### src/rtl/mem_wb_buffer_pkg.sv
// Shared constants for the MEM->WB writeback buffer: default queue depth,
// stall vector bit positions and the occupancy counter width helper.
package mem_wb_buffer_pkg;

  localparam int WB_DEPTH      = 2;
  localparam int STALL_MEM_BIT = 4;
  localparam int STALL_WB_BIT  = 5;

  // One extra bit so a full queue (count == depth) is representable.
  function automatic int cnt_w(input int depth);
    return $clog2(depth) + 1;
  endfunction

endpackage

### src/rtl/mem_wb_buffer_if.sv
// MEM-side record bus, regfile write port and forwarding query of the writeback buffer.
// The slave modport is the buffer; the master modport is the surrounding pipeline.
interface mem_wb_buffer_if
  import mem_wb_buffer_pkg::*;
#(
  parameter int DATA_W = 32,
  parameter int ADDR_W = 5,
  parameter int DEPTH  = WB_DEPTH
);

  localparam int CNT_W = cnt_w(DEPTH);

  logic              mem_valid_in;
  logic [ADDR_W-1:0] mem_reg_addr;
  logic [DATA_W-1:0] mem_reg_data;
  logic              if_write;
  logic              mem_ready_out;
  logic [ADDR_W-1:0] wb_reg_addr_out;
  logic [DATA_W-1:0] wb_reg_data_out;
  logic              if_write_out;
  logic [ADDR_W-1:0] fwd_addr_in;
  logic              fwd_hit_out;
  logic [DATA_W-1:0] fwd_data_out;
  logic [CNT_W-1:0]  count_out;

  modport slave (
    input  mem_valid_in, mem_reg_addr, mem_reg_data, if_write, fwd_addr_in,
    output mem_ready_out, wb_reg_addr_out, wb_reg_data_out, if_write_out,
           fwd_hit_out, fwd_data_out, count_out
  );

  modport master (
    output mem_valid_in, mem_reg_addr, mem_reg_data, if_write, fwd_addr_in,
    input  mem_ready_out, wb_reg_addr_out, wb_reg_data_out, if_write_out,
           fwd_hit_out, fwd_data_out, count_out
  );

endinterface

### src/rtl/mem_wb_buffer_fwd_lookup.sv
// Combinational forwarding search over the queued entries, youngest match wins.
// Register 0 never matches; a miss returns zero data.
module wb_fwd_lookup #(
  parameter int DATA_W = 32,
  parameter int ADDR_W = 5,
  parameter int DEPTH  = 2,
  parameter int PTR_W  = $clog2(DEPTH)
) (
  input  logic [DEPTH-1:0]             valid,
  input  logic [DEPTH-1:0][ADDR_W-1:0] addr,
  input  logic [DEPTH-1:0][DATA_W-1:0] data,
  input  logic [PTR_W-1:0]             wr_ptr,
  input  logic [ADDR_W-1:0]            query,
  output logic                         hit,
  output logic [DATA_W-1:0]            data_out
);

  logic [PTR_W-1:0] idx;

  // Walk from oldest (wr_ptr - DEPTH) to youngest (wr_ptr - 1); later matches override.
  always_comb begin
    hit      = 1'b0;
    data_out = '0;
    idx      = '0;
    for (int k = DEPTH; k >= 1; k--) begin
      idx = wr_ptr - PTR_W'(k);
      if (valid[idx] && (addr[idx] == query) && (query != '0)) begin
        hit      = 1'b1;
        data_out = data[idx];
      end
    end
  end

endmodule

### src/rtl/mem_wb_buffer.sv
// MEM->WB writeback stage: an in-order queue absorbs WB stalls, and with the queue
// empty a record passes straight to the registered regfile write port in one cycle.
module mem_wb_buffer
  import mem_wb_buffer_pkg::*;
#(
  parameter int DATA_W = 32,
  parameter int ADDR_W = 5,
  parameter int DEPTH  = WB_DEPTH,
  parameter int FWD_EN = 1
) (
  input  logic       clk_in,
  input  logic       rst_in,
  input  logic       rdy_in,
  input  logic [5:0] stall_in,
  mem_wb_buffer_if.slave bus
);

  localparam int PTR_W = $clog2(DEPTH);
  localparam int CNT_W = cnt_w(DEPTH);

  logic [DEPTH-1:0]             ent_valid;
  logic [DEPTH-1:0][ADDR_W-1:0] ent_addr;
  logic [DEPTH-1:0][DATA_W-1:0] ent_data;
  logic [PTR_W-1:0]             rd_ptr;
  logic [PTR_W-1:0]             wr_ptr;
  logic [CNT_W-1:0]             count;
  logic [ADDR_W-1:0]            out_addr;
  logic [DATA_W-1:0]            out_data;
  logic                         out_we;

  logic mem_ready;
  logic accept;
  logic pop;
  logic pop_q;
  logic bypass;
  logic store;
  logic lookup_hit;
  logic [DATA_W-1:0] lookup_data;
  logic unused_stall;

  assign unused_stall = ^stall_in[3:0];

  // Readiness depends on occupancy alone, so a full queue refuses even when it pops.
  assign mem_ready = (count < CNT_W'(DEPTH));
  assign accept    = rdy_in & bus.mem_valid_in & bus.if_write & (bus.mem_reg_addr != '0)
                   & ~stall_in[STALL_MEM_BIT] & mem_ready;
  assign pop       = rdy_in & ~stall_in[STALL_WB_BIT] & ((count != '0) | accept);
  assign pop_q     = pop & (count != '0);
  assign bypass    = pop & (count == '0);
  assign store     = accept & ~bypass;

  always_ff @(posedge clk_in or negedge rst_in) begin
    if (!rst_in) begin
      ent_valid <= '0;
      ent_addr  <= '0;
      ent_data  <= '0;
      rd_ptr    <= '0;
      wr_ptr    <= '0;
      count     <= '0;
      out_addr  <= '0;
      out_data  <= '0;
      out_we    <= 1'b0;
    end else if (rdy_in) begin
      if (pop_q) begin
        out_addr          <= ent_addr[rd_ptr];
        out_data          <= ent_data[rd_ptr];
        out_we            <= 1'b1;
        ent_valid[rd_ptr] <= 1'b0;
        rd_ptr            <= rd_ptr + 1'b1;
      end else if (bypass) begin
        out_addr <= bus.mem_reg_addr;
        out_data <= bus.mem_reg_data;
        out_we   <= 1'b1;
      end else begin
        out_we <= 1'b0;
      end
      // When not full, wr_ptr never equals rd_ptr while entries are queued, so this
      // store cannot collide with the valid clear of the popped slot.
      if (store) begin
        ent_valid[wr_ptr] <= 1'b1;
        ent_addr[wr_ptr]  <= bus.mem_reg_addr;
        ent_data[wr_ptr]  <= bus.mem_reg_data;
        wr_ptr            <= wr_ptr + 1'b1;
      end
      count <= count + CNT_W'(store) - CNT_W'(pop_q);
    end
  end

  wb_fwd_lookup #(
    .DATA_W(DATA_W),
    .ADDR_W(ADDR_W),
    .DEPTH (DEPTH),
    .PTR_W (PTR_W)
  ) u_fwd (
    .valid   (ent_valid),
    .addr    (ent_addr),
    .data    (ent_data),
    .wr_ptr  (wr_ptr),
    .query   (bus.fwd_addr_in),
    .hit     (lookup_hit),
    .data_out(lookup_data)
  );

  assign bus.mem_ready_out   = mem_ready;
  assign bus.wb_reg_addr_out = out_addr;
  assign bus.wb_reg_data_out = out_data;
  assign bus.if_write_out    = out_we;
  assign bus.count_out       = count;
  assign bus.fwd_hit_out     = (FWD_EN != 0) ? lookup_hit  : 1'b0;
  assign bus.fwd_data_out    = (FWD_EN != 0) ? lookup_data : '0;

endmodule

### src/flat_wrapper.sv
// flat-port wrapper written by rule: the top's interface ports become plain ports
module mem_wb_buffer_flat import mem_wb_buffer_pkg::*;
#(
  parameter int DATA_W = 32,
  parameter int ADDR_W = 5,
  parameter int DEPTH  = WB_DEPTH,
  parameter int FWD_EN = 1
)
  (clk_in, rst_in, rdy_in, stall_in, bus_mem_valid_in, bus_mem_reg_addr, bus_mem_reg_data, bus_if_write, bus_fwd_addr_in, bus_mem_ready_out, bus_wb_reg_addr_out, bus_wb_reg_data_out, bus_if_write_out, bus_fwd_hit_out, bus_fwd_data_out, bus_count_out);
  mem_wb_buffer_if #(.DATA_W(DATA_W), .ADDR_W(ADDR_W), .DEPTH(DEPTH)) bus_i ();
  input  logic clk_in;
  input  logic rst_in;
  input  logic rdy_in;
  input  logic [5:0] stall_in;
  input wire logic [$bits(bus_i.mem_valid_in)-1:0] bus_mem_valid_in;
  input wire logic [$bits(bus_i.mem_reg_addr)-1:0] bus_mem_reg_addr;
  input wire logic [$bits(bus_i.mem_reg_data)-1:0] bus_mem_reg_data;
  input wire logic [$bits(bus_i.if_write)-1:0] bus_if_write;
  input wire logic [$bits(bus_i.fwd_addr_in)-1:0] bus_fwd_addr_in;
  output wire logic [$bits(bus_i.mem_ready_out)-1:0] bus_mem_ready_out;
  output wire logic [$bits(bus_i.wb_reg_addr_out)-1:0] bus_wb_reg_addr_out;
  output wire logic [$bits(bus_i.wb_reg_data_out)-1:0] bus_wb_reg_data_out;
  output wire logic [$bits(bus_i.if_write_out)-1:0] bus_if_write_out;
  output wire logic [$bits(bus_i.fwd_hit_out)-1:0] bus_fwd_hit_out;
  output wire logic [$bits(bus_i.fwd_data_out)-1:0] bus_fwd_data_out;
  output wire logic [$bits(bus_i.count_out)-1:0] bus_count_out;
  assign bus_i.mem_valid_in = bus_mem_valid_in;
  assign bus_i.mem_reg_addr = bus_mem_reg_addr;
  assign bus_i.mem_reg_data = bus_mem_reg_data;
  assign bus_i.if_write = bus_if_write;
  assign bus_i.fwd_addr_in = bus_fwd_addr_in;
  assign bus_mem_ready_out = bus_i.mem_ready_out;
  assign bus_wb_reg_addr_out = bus_i.wb_reg_addr_out;
  assign bus_wb_reg_data_out = bus_i.wb_reg_data_out;
  assign bus_if_write_out = bus_i.if_write_out;
  assign bus_fwd_hit_out = bus_i.fwd_hit_out;
  assign bus_fwd_data_out = bus_i.fwd_data_out;
  assign bus_count_out = bus_i.count_out;
  mem_wb_buffer #(.DATA_W(DATA_W), .ADDR_W(ADDR_W), .DEPTH(DEPTH), .FWD_EN(FWD_EN)) u_core (.clk_in(clk_in), .rst_in(rst_in), .rdy_in(rdy_in), .stall_in(stall_in), .bus(bus_i));
endmodule
### config.mk
export PLATFORM = sky130hd
export DESIGN_NAME = mem_wb_buffer_flat
export DESIGN_NICKNAME = d
export VERILOG_FILES = /design/src/rtl/mem_wb_buffer_pkg.sv /design/src/rtl/mem_wb_buffer_if.sv /design/src/rtl/mem_wb_buffer_fwd_lookup.sv /design/src/rtl/mem_wb_buffer.sv /design/src/flat_wrapper.sv
export SDC_FILE = /design/constraint.sdc
export NUM_CORES = 1
export LEC_CHECK = 0
export CORE_UTILIZATION = 30
export CTS_CLUSTER_DIAMETER = 30
export DETAILED_ROUTE_END_ITERATION = 10
export PLACE_DENSITY = 0.53
export SLEW_MARGIN = 20
export SYNTH_ARGS = -nofsm -noshare
export SYNTH_HDL_FRONTEND = slang
export SYNTH_SLANG_ARGS = --single-unit
### constraint.sdc
create_clock -name clk_in -period 3.5 [get_ports clk_in]
set_clock_uncertainty 0.2 [all_clocks]
set_input_delay 1.05 -clock clk_in [delete_from_list [all_inputs] [get_ports clk_in]]
set_output_delay 1.05 -clock clk_in [all_outputs]
set_load 0.02 [all_outputs]
; ---- Yosys cells after proc, flatten, opt, wreduce, memory -nomap -nowiden
; Cells that the tools add are included.
[word_totals]
register_bits = 118
in_bits = 53
output_inout_bits = 74
word_cells = 94
[classes]
addsub = 5
magnitude_cmp = 6
eq_ne = 2
mux = 39
bitwise_logic = 17
n_reduce_logical = 14
[ops]
columns = op, n
row1 = $mux W32, 11
row2 = $bwmux W64, 1
row3 = $mux W5, 9
row4 = $demux W32 S1, 1
row5 = $and A1 B1 Y1, 10
row6 = $bwmux W10, 1
row7 = $eq A5 B5 Y1, 2
row8 = $mux W1, 10
row9 = $reduce_bool A5 Y1, 2
row10 = $logic_and A1 B1 Y1, 6
row11 = $lt A1 B2 Y1 const B, 3
row12 = $mux W2, 3
row13 = $reduce_and A2 Y1, 3
row14 = $demux W5 S1, 1
row15 = $reduce_bool A2 Y1, 2
row16 = $not A1 Y1, 3
row17 = $add A1 B1 Y1 const B, 2
row18 = $add A2 B1 Y2, 1
row19 = $and A2 B2 Y2, 1
row20 = $demux W1 S1, 2
row21 = $ge A1 B1 Y1 const B, 2
row22 = $logic_not A2 Y1, 1
row23 = $lt A2 B2 Y1 const B, 1
row24 = $not A2 Y2, 1
row25 = other kinds (4), 4

; ---- Longest topological paths before layout
; Gate-level depths: netlist of the first run.
[depth]
depth_word = 12
depth_mapped = 11
ltp_nobuf = 8

; ---- Cells and area by module
; Synthesis of the first run repeated with hierarchy kept, for this count alone.
[unflattened]
cells_unflattened = 527
area_unflattened_um2 = 7120.6
[by_module_without_submodules]
columns = module, instances, cells_per_inst, area_per_inst_um2, seq_area_each_um2
row1 = mem_wb_buffer, 1, 350, 5492.8, 2952.8
row2 = wb_fwd_lookup, 1, 177, 1627.8, 0.0

; ---- Worst setup path after synthesis of the first run
; OpenSTA, ideal clock, no wires.
[synth_path]
path_kind = input -> output
startpoint = input bus_fwd_addr_in[1]
endpoint = output bus_fwd_data_out[23]
t_arrival_ps = 2592
required_time_ps = 2250
slack_ps = -342
stages = 7
path_buffers = 2
path_cell_list = xor2_1 > o32ai_1 > and3_1 > buf_2 > clkbuf_1 > nand3_1 > a32oi_1
[synth_between]
elab_chain_cells = 5
elab_cells_between_ends = 9
classes_between = eq/ne (2) / mux (2) / reduce/logical (5)
[synth_lines]
columns = element, line_no
row1 = start: declaration, flat_wrapper.sv:19  ; input wire logic [$bits(bus_i.fwd_addr_in)-1:0] bus_fwd_addr_in;
row2 = $eq A5 B5 Y1, mem_wb_buffer_fwd_lookup.sv:27  ; if (valid[idx] && (addr[idx] == query) && (query != '0)) begin
row3 = $logic_and A1 B1 Y1 (2 in series), mem_wb_buffer_fwd_lookup.sv:27
row4 = $mux W32, mem_wb_buffer_fwd_lookup.sv:27
row5 = $mux W32 (*), mem_wb_buffer_fwd_lookup.sv:27
row6 = end: declaration, flat_wrapper.sv:25  ; output wire logic [$bits(bus_i.fwd_data_out)-1:0] bus_fwd_data_out;
; Mark *: on every way between the ends. The rest lies on a longest branch, timed or not.

; ---- Worst setup path in the final report of the first run
[layout_path]
startpoint = input bus_fwd_addr_in[2]
endpoint = output bus_fwd_data_out[3]
; Same word-level chain as after synthesis.

==> results of run 1 <==
==> path summary, 6_finish.rpt <==
check / end / slack [ns] / cells past startpoint
worst max-delay path: bus_fwd_data_out[3] / -0.48 / 9
worst min-delay path: u_core.bus.wb_reg_data_out[2] / 0.27 / 2
worst max register to register: u_core.ent_data[25] / 0.84 / 10
worst min register to register: u_core.bus.wb_reg_data_out[2] / 0.27 / 2
max in group asynchronous: u_core.wr_ptr / 1.92 / 2
min in group asynchronous: u_core.bus.wb_reg_data_out[11] / 0.41 / 1
==> cells in the mapped netlist (2+ instances only) <==
master	count	area, µm²
a22oi_1	10	75.1
clkbuf_1	59	221
buf_1	2	7.51
o21ai_0	77	385
nand2_1	94	353
buf_2	13	65.1
nand3_1	24	120
o221ai_1	11	96.3
xnor2_1	7	61.3
a41oi_1	3	26.3
a21o_1	2	15.0
nor2b_1	2	12.5
and2_1	2	12.5
inv_1	6	22.5
a32oi_1	11	96.3
xor2_1	8	70.1
dfrtp_1	118	2950
nor2_1	4	15.0
mux2i_1	47	470
ha_1	2	25.0
o2111ai_1	41	359
buf_4	3	22.5
a31oi_1	28	175
nand4_1	22	138
mux2_2	74	833
nor3_1	13	65.1
nor4b_1	11	96.3
and3_1	2	12.5
==> metrics by stage <==
step / instances / setup TNS, ns
floorplan: 707 / -0.809
global placement: 1108 / -39.93
detailed placement: 1108 / -40.58
CTS: 1179 / -13.09
global route: 1183 / -15.75
finish: 1183 / -13.02
==> registers in the layout (all words and copies together) (netlist names) <==
| name | flops |
|---|---|
| u_core.ent_data | 64 |
| u_core.bus.wb_reg_data_out | 32 |
| u_core.ent_addr | 10 |
| u_core.bus.wb_reg_addr_out | 5 |
| u_core.bus.count_out | 2 |
| u_core.ent_valid | 2 |
| u_core.bus.if_write_out | 1 |
| u_core.rd_ptr | 1 |
| u_core.wr_ptr | 1 |
==> report_power, final <==
group	total (mW)	leakage, nW	internal, mW	switching, mW
logic	6.10	2.77	3.03	3.07
registers	2.81	1.48	2.01	0.797
clock network	1.79	0.292	1.17	0.626
total	10.7	4.54	6.21	4.49
==> metal layers <==
metal	global-route usage, %	up-vias
met2	32.0	167
li1	-	3056
met3	4.31	39
met5	0	-
met4	7.38	0
met1	28.0	3299
==> logic make-up (layout without fill, tap and decap cells) <==
| kind of cell | count (synthesis) | count (layout) | synth area share [%] |
|---|---|---|---|
| AOI/OAI and AO/OA | 188 | 188 | 18.4 |
| and+or+nand+nor | 179 | 179 | 12.7 |
| muxes | 121 | 121 | 18.9 |
| DFF | 118 | 118 | 42.8 |
| buffers and inverters | 84 | 275 | 5.07 |
| xor gates and xnor gates | 15 | 15 | 1.90 |
| adders and majority gates | 2 | 2 | 0.362 |
==> what timing repair did <==
item,4_1_cts,5_1_grt
pin swaps,62,23
buffers inserted,26,4
gates cloned,15,4
resized for setup,323,45
endpoints found under the setup margin,33,33
hold buffers,0,0
==> placed cells by master (no fill, tap or decap), types with 20 or more instances in the layout <==
master           count
o21ai_0             76
mux2_2              74
clkdlybuf4s50_1     83
nand2_1             91
dfrtp_1            116
mux2i_1             39
buf_12              25
clkbuf_16           20
o2111ai_2           24
a31oi_1             23
buf_6               38
nand4_1             22
buf_4               68
==> worst max-delay path, cell delays in order <==
cell       delay (ns)
buf_2            0.14
xnor2_2          0.17
nor4_4           0.32
buf_4            0.20
buf_12           0.12
buf_16           0.13
o2111ai_2        0.16
a32oi_4          0.28
buf_6            0.16
==> final cells by class <==
cell class                 instances  area (µm²)  area share, %
clock buffer                      22         474           4.16
clock inverter                     9         125           1.10
inverter                           6        22.5          0.198
multi-input combinational        505        4680           41.0
tap                              285         357           3.13
sequential                       118        2960           25.9
timing repair buffer             238        2790           24.5
==> results.md, run 1 <==
* Outcome: finished, violations left
* Failing checks: negative setup slack
* Pleak at 4.54 nW
* Gr usage total at 20.5%
* Die height at 154 µm
* Synth Cell Area at 6910 µm²
* Die ar. at 23600 µm²
* Total length of routed met3 wires at 931 µm
* FP Rows at 55
* Final setup fails at 33
* Vias at 6561
* Layout cell share with drive strength beyond 1 at 43.2%
* Clk buf depth at 2
* Critical Path Fanout Max at 5
* TritonCTS buffer count at 17
* Core Footprint at 22600 µm²
* Slew headroom at 38.0%
* Min Hold Slack at 0.270 ns
* Total gr overflow at 0
* Design Power at 10.7 mW
* Slew @ Worst Pin at 0.931 ns
* Gpl congestion at 0.732
* H-Tree Depth at 4
* Dominant synthesized flop cell: dfrtp_1
* Crit Path Category: input port to output pin
* Total wire length at 23.8 mm
* Clock Pin Slew Worst Setup and Hold Paths at 0.05 ns
* Max Used Layer: met4
* Final worst path period need at 3.98 ns
* Synth Register Bits at 118
* Layout Nets at 941
* Met2 wire len at 11.2 mm
* Synth Warn # at 0
* Final worst-path cycle share at 114%
* Post-Synthesis Cells at 707
* CP endpoint kind: output pin
* Die X-Extent at 154 µm
* Slew Limit Fails at 0
* Final worst slack at -0.479 ns
* CTS tree: built
* Sequential fraction of the synthesis area at 42.8%
* Fin. Hold Viols at 0
* Avg WL per Cell at 20.1 µm
* M1 WL at 11.0 mm
* Fillcell total at 1987
* I/O Buffers at 122
* Initial core utilization at 30.6%
* VDD IR-drop max at 0.349 mV
* EDFF count, synth at 0
* Syn Area/Cell at 9.77 µm²
* Final core occ at 50.5%
* Pre-Repair DR Iteration Count at 4
* Final instance area at 11400 µm²
* Pre-CTS setup slack at -1.31 ns
* Worst Path Arrival at 2.73 ns
* Clock root buffer: clkbuf_16
* DRC Markers at 0
* Post-DRT Antenna Nets at 0
* Detailed Route Iter0 Violations at 446
* Syn_nets at 762
* Max frequency at 0.251 GHz
* Hold wc startpoint: u_core.bus.wb_reg_data_out[2]
* HP Class: flop to flop
* Layout area overhead at 65.1%
* First-pass GRT wire length at 37.5 mm
* Ys async rst share at 100%
* RSZ-0062 raised after global routing: yes
* Post-DP HPWL at 14.1 mm
* Number of global-route vias before repair at 6476
* Pin count of the biggest net entering global routing at 64
* PwrDens at 938 nW/µm²
* Unique cell type count in the Yosys netlist at 39
* Ant. Diodes at 0
* Area after DPL at 9150 µm²
* # clock sinks at 118
* Vias/cell at 5.55
* Setup crit start: bus_fwd_addr_in[2]
* Startpoint class of the critical path: input port
* Top-level port count at 127
* Worst-skew pair later-pin latency at 0.42 ns
* Reg2reg start: u_core.wr_ptr
* Crit path required time at 2.25 ns
* Initial antenna violation count at 0
* Max capacitance violation total at 0
(Power assumes the default switching activity.)
==> run 2, diff against run 1 <==
CORE_ASPECT_RATIO = 1.5   (was default)
SLEW_MARGIN = default   (was 20)
==> run 2 against run 1 <==
Effect of this change:
- first-iteration DRC count fell by 4.0%
- core utilization shrank 2.6 points
- hold slack improved by 0.0049 ns
- routed wire length shrank 5.3%
- sequential share of layout area increased by 1.5 points
- clock power increased by 5%
- via count shrank 1.4%
- flip-flop and latch count unchanged
- total power decreased by 6.1%
- global-route usage is 1.1 points lower
- the flow still finishes with violations (negative setup slack)
==> results.md, run 2 (synthesized netlist as in run 1, its figures left out) <==
* Outcome: finished, violations left
* Failing checks: negative setup slack
* FP Rows at 67
* Pleak at 4.35 nW
* Hold_buf cts at 0
* Layout cell share with drive strength beyond 1 at 39.7%
* Clock root buffer: clkbuf_16
* Commonest non-fill, non-tap cell in the layout: dfrtp_1
* Gr usage total at 19.4%
* Slew headroom at 53.0%
* Slew Limit Fails at 0
* VDD IR-drop max at 0.523 mV
* Pre-Repair DR Iteration Count at 5
* First-pass GRT wire length at 35.9 mm
* TritonCTS buffer count at 17
* Initial antenna violation count at 0
* Commonest non-fill, non-tap cells in the layout: 116 x dfrtp_1, 92 x nand2_1, 83 x clkdlybuf4s50_1
* I/O Buffers at 122
* PwrDens at 933 nW/µm²
* Core Footprint at 22500 µm²
* Vias/cell at 5.57
* Layout Cells excl Fill at 1162
* Pin count of the biggest net entering global routing at 61
* Placed Cells at 1100
* Avg WL per Cell at 19.4 µm
* H-Tree Depth at 4
* Vias at 6468
* Initial core utilization at 30.7%
* Top reg by flops: u_core.ent_data
* HP Class: flop to flop
* Die height at 188 µm
* Gpl congestion at 0.755
* Top-level port count at 127
* Max FFs per register at 64
* Worst-skew pair later-pin latency at 0.42 ns
* Die ar. at 23600 µm²
* Max frequency at 0.256 GHz
* DRC Markers at 0
* Crit path required time at 2.25 ns
* Total gr overflow at 0
* Final setup fails at 33
* Fin. Hold Viols at 0
* Die X-Extent at 126 µm
* Final worst-path cycle share at 112%
* Final worst path period need at 3.91 ns
* Slew @ Worst Pin at 0.704 ns
* Final worst slack at -0.405 ns
* Detailed Route Iter0 Violations at 428
* Total wire length at 22.5 mm
* RSZ-0062 raised after global routing: yes
* CTS tree: built
* Post-DRT Antenna Nets at 0
* Ant. Diodes at 0
* Startpoint class of the critical path: input port
* Clk buf depth at 2
* Crit Path Category: input port to output pin
* Number of global-route vias before repair at 6617
* Layout Nets at 928
* # clock sinks at 118
* Layout area overhead at 56.0%
* Critical Path Fanout Max at 8
* Fillcell total at 2082
* CP endpoint kind: output pin
* Max capacitance violation total at 0
* Post-DP HPWL at 14.6 mm
* Final core occ at 47.9%
* Worst Path Arrival at 2.66 ns
* Clock Pin Slew Worst Setup and Hold Paths at 0.05 ns
run 2: cell count changes in the layout (fill, tap and decap cells not counted), moves of 3 or more:
cell / before / now
o2111ai_1: 8 / 22
mux2i_2: 2 / 6
o221ai_4: 5 / 0
mux2i_4: 6 / 1
buf_2: 2 / 5
buf_16: 11 / 4
o221ai_2: 6 / 10
buf_4: 68 / 65
o2111ai_4: 9 / 4
o2111ai_2: 24 / 15
buf_8: 6 / 3
run 2: report_power, final:
group / switching [mW] / leakage [nW] / internal, mW
sequential: 0.719 / 1.48 / 2.02
combinational: 2.76 / 2.58 / 2.67
clock: 0.660 / 0.301 / 1.22
run 2: final cells by class:
cell class,count,area (µm²),area share (%)
inverter,6,22.5,0.209
clock buffer,19,453,4.21
tap,276,345,3.21
multi-input combinational,505,4320,40.1
sequential,118,2960,27.4
timing repair buffer,225,2500,23.2
clock inverter,13,179,1.66
run 2: final timing paths:
check                                                    start                        endpoint  slack [ns]  cells after the start
max in group asynchronous                               rst_in  u_core.bus.wb_reg_data_out[12]        1.92                      2
worst max register to register                   u_core.wr_ptr             u_core.ent_data[16]        0.93                      7
worst min-delay path            u_core.bus.wb_reg_data_out[12]  u_core.bus.wb_reg_data_out[12]        0.28                      2
worst min register to register  u_core.bus.wb_reg_data_out[12]  u_core.bus.wb_reg_data_out[12]        0.28                      2
worst max-delay path                        bus_fwd_addr_in[4]             bus_fwd_data_out[9]       -0.41                      8
min in group asynchronous                               rst_in              u_core.ent_addr[6]        0.47                      1
run 2: stage by stage:
stage / power [mW] / hold WS, ns / setup WS, ns / area (µm²) / setup TNS [ns]
5_1_grt: 10.6 / 0.302 / -0.473 / 10800 / -13.70
6_report: 10.0 / 0.275 / -0.405 / 10800 / -10.80
2_1_floorplan: 5.29 / 0.266 / -0.0568 / 7200 / -0.809
4_1_cts: 9.87 / 0.282 / -0.400 / 10600 / -11.59
3_3_place_gp: 7.25 / 0.262 / -1.26 / 9220 / -37.88
3_5_place_dp: 7.31 / 0.269 / -1.28 / 9220 / -38.32
run 2: timing repair:
action                                 4_1_cts  5_1_grt
setup endpoints to repair                   33       33
cloned                                       6        2
buffers inserted                            21        3
pin swaps                                   51       28
endpoints found under the hold margin        0        0
resized for setup                          263       28
run 2: routing by layer:
| layer | part of all wire [%] | GRT usage, % | vias to the layer above |
|---|---|---|---|
| met4 | 2.3 | 7.41 | 0 |
| met3 | 4.1 | 3.31 | 34 |
| met5 | 0 | 0 | - |
| met1 | 42 | 23.3 | 3231 |
| li1 | - | - | 3010 |
| met2 | 52 | 34.3 | 193 |
run 2: worst max-delay path, cell delays in order:
cell	delay, ns
buf_2	0.14
xnor2_2	0.17
nor4_4	0.37
buf_6	0.24
buf_4	0.14
o2111ai_2	0.13
a32oi_2	0.24
buf_4	0.17
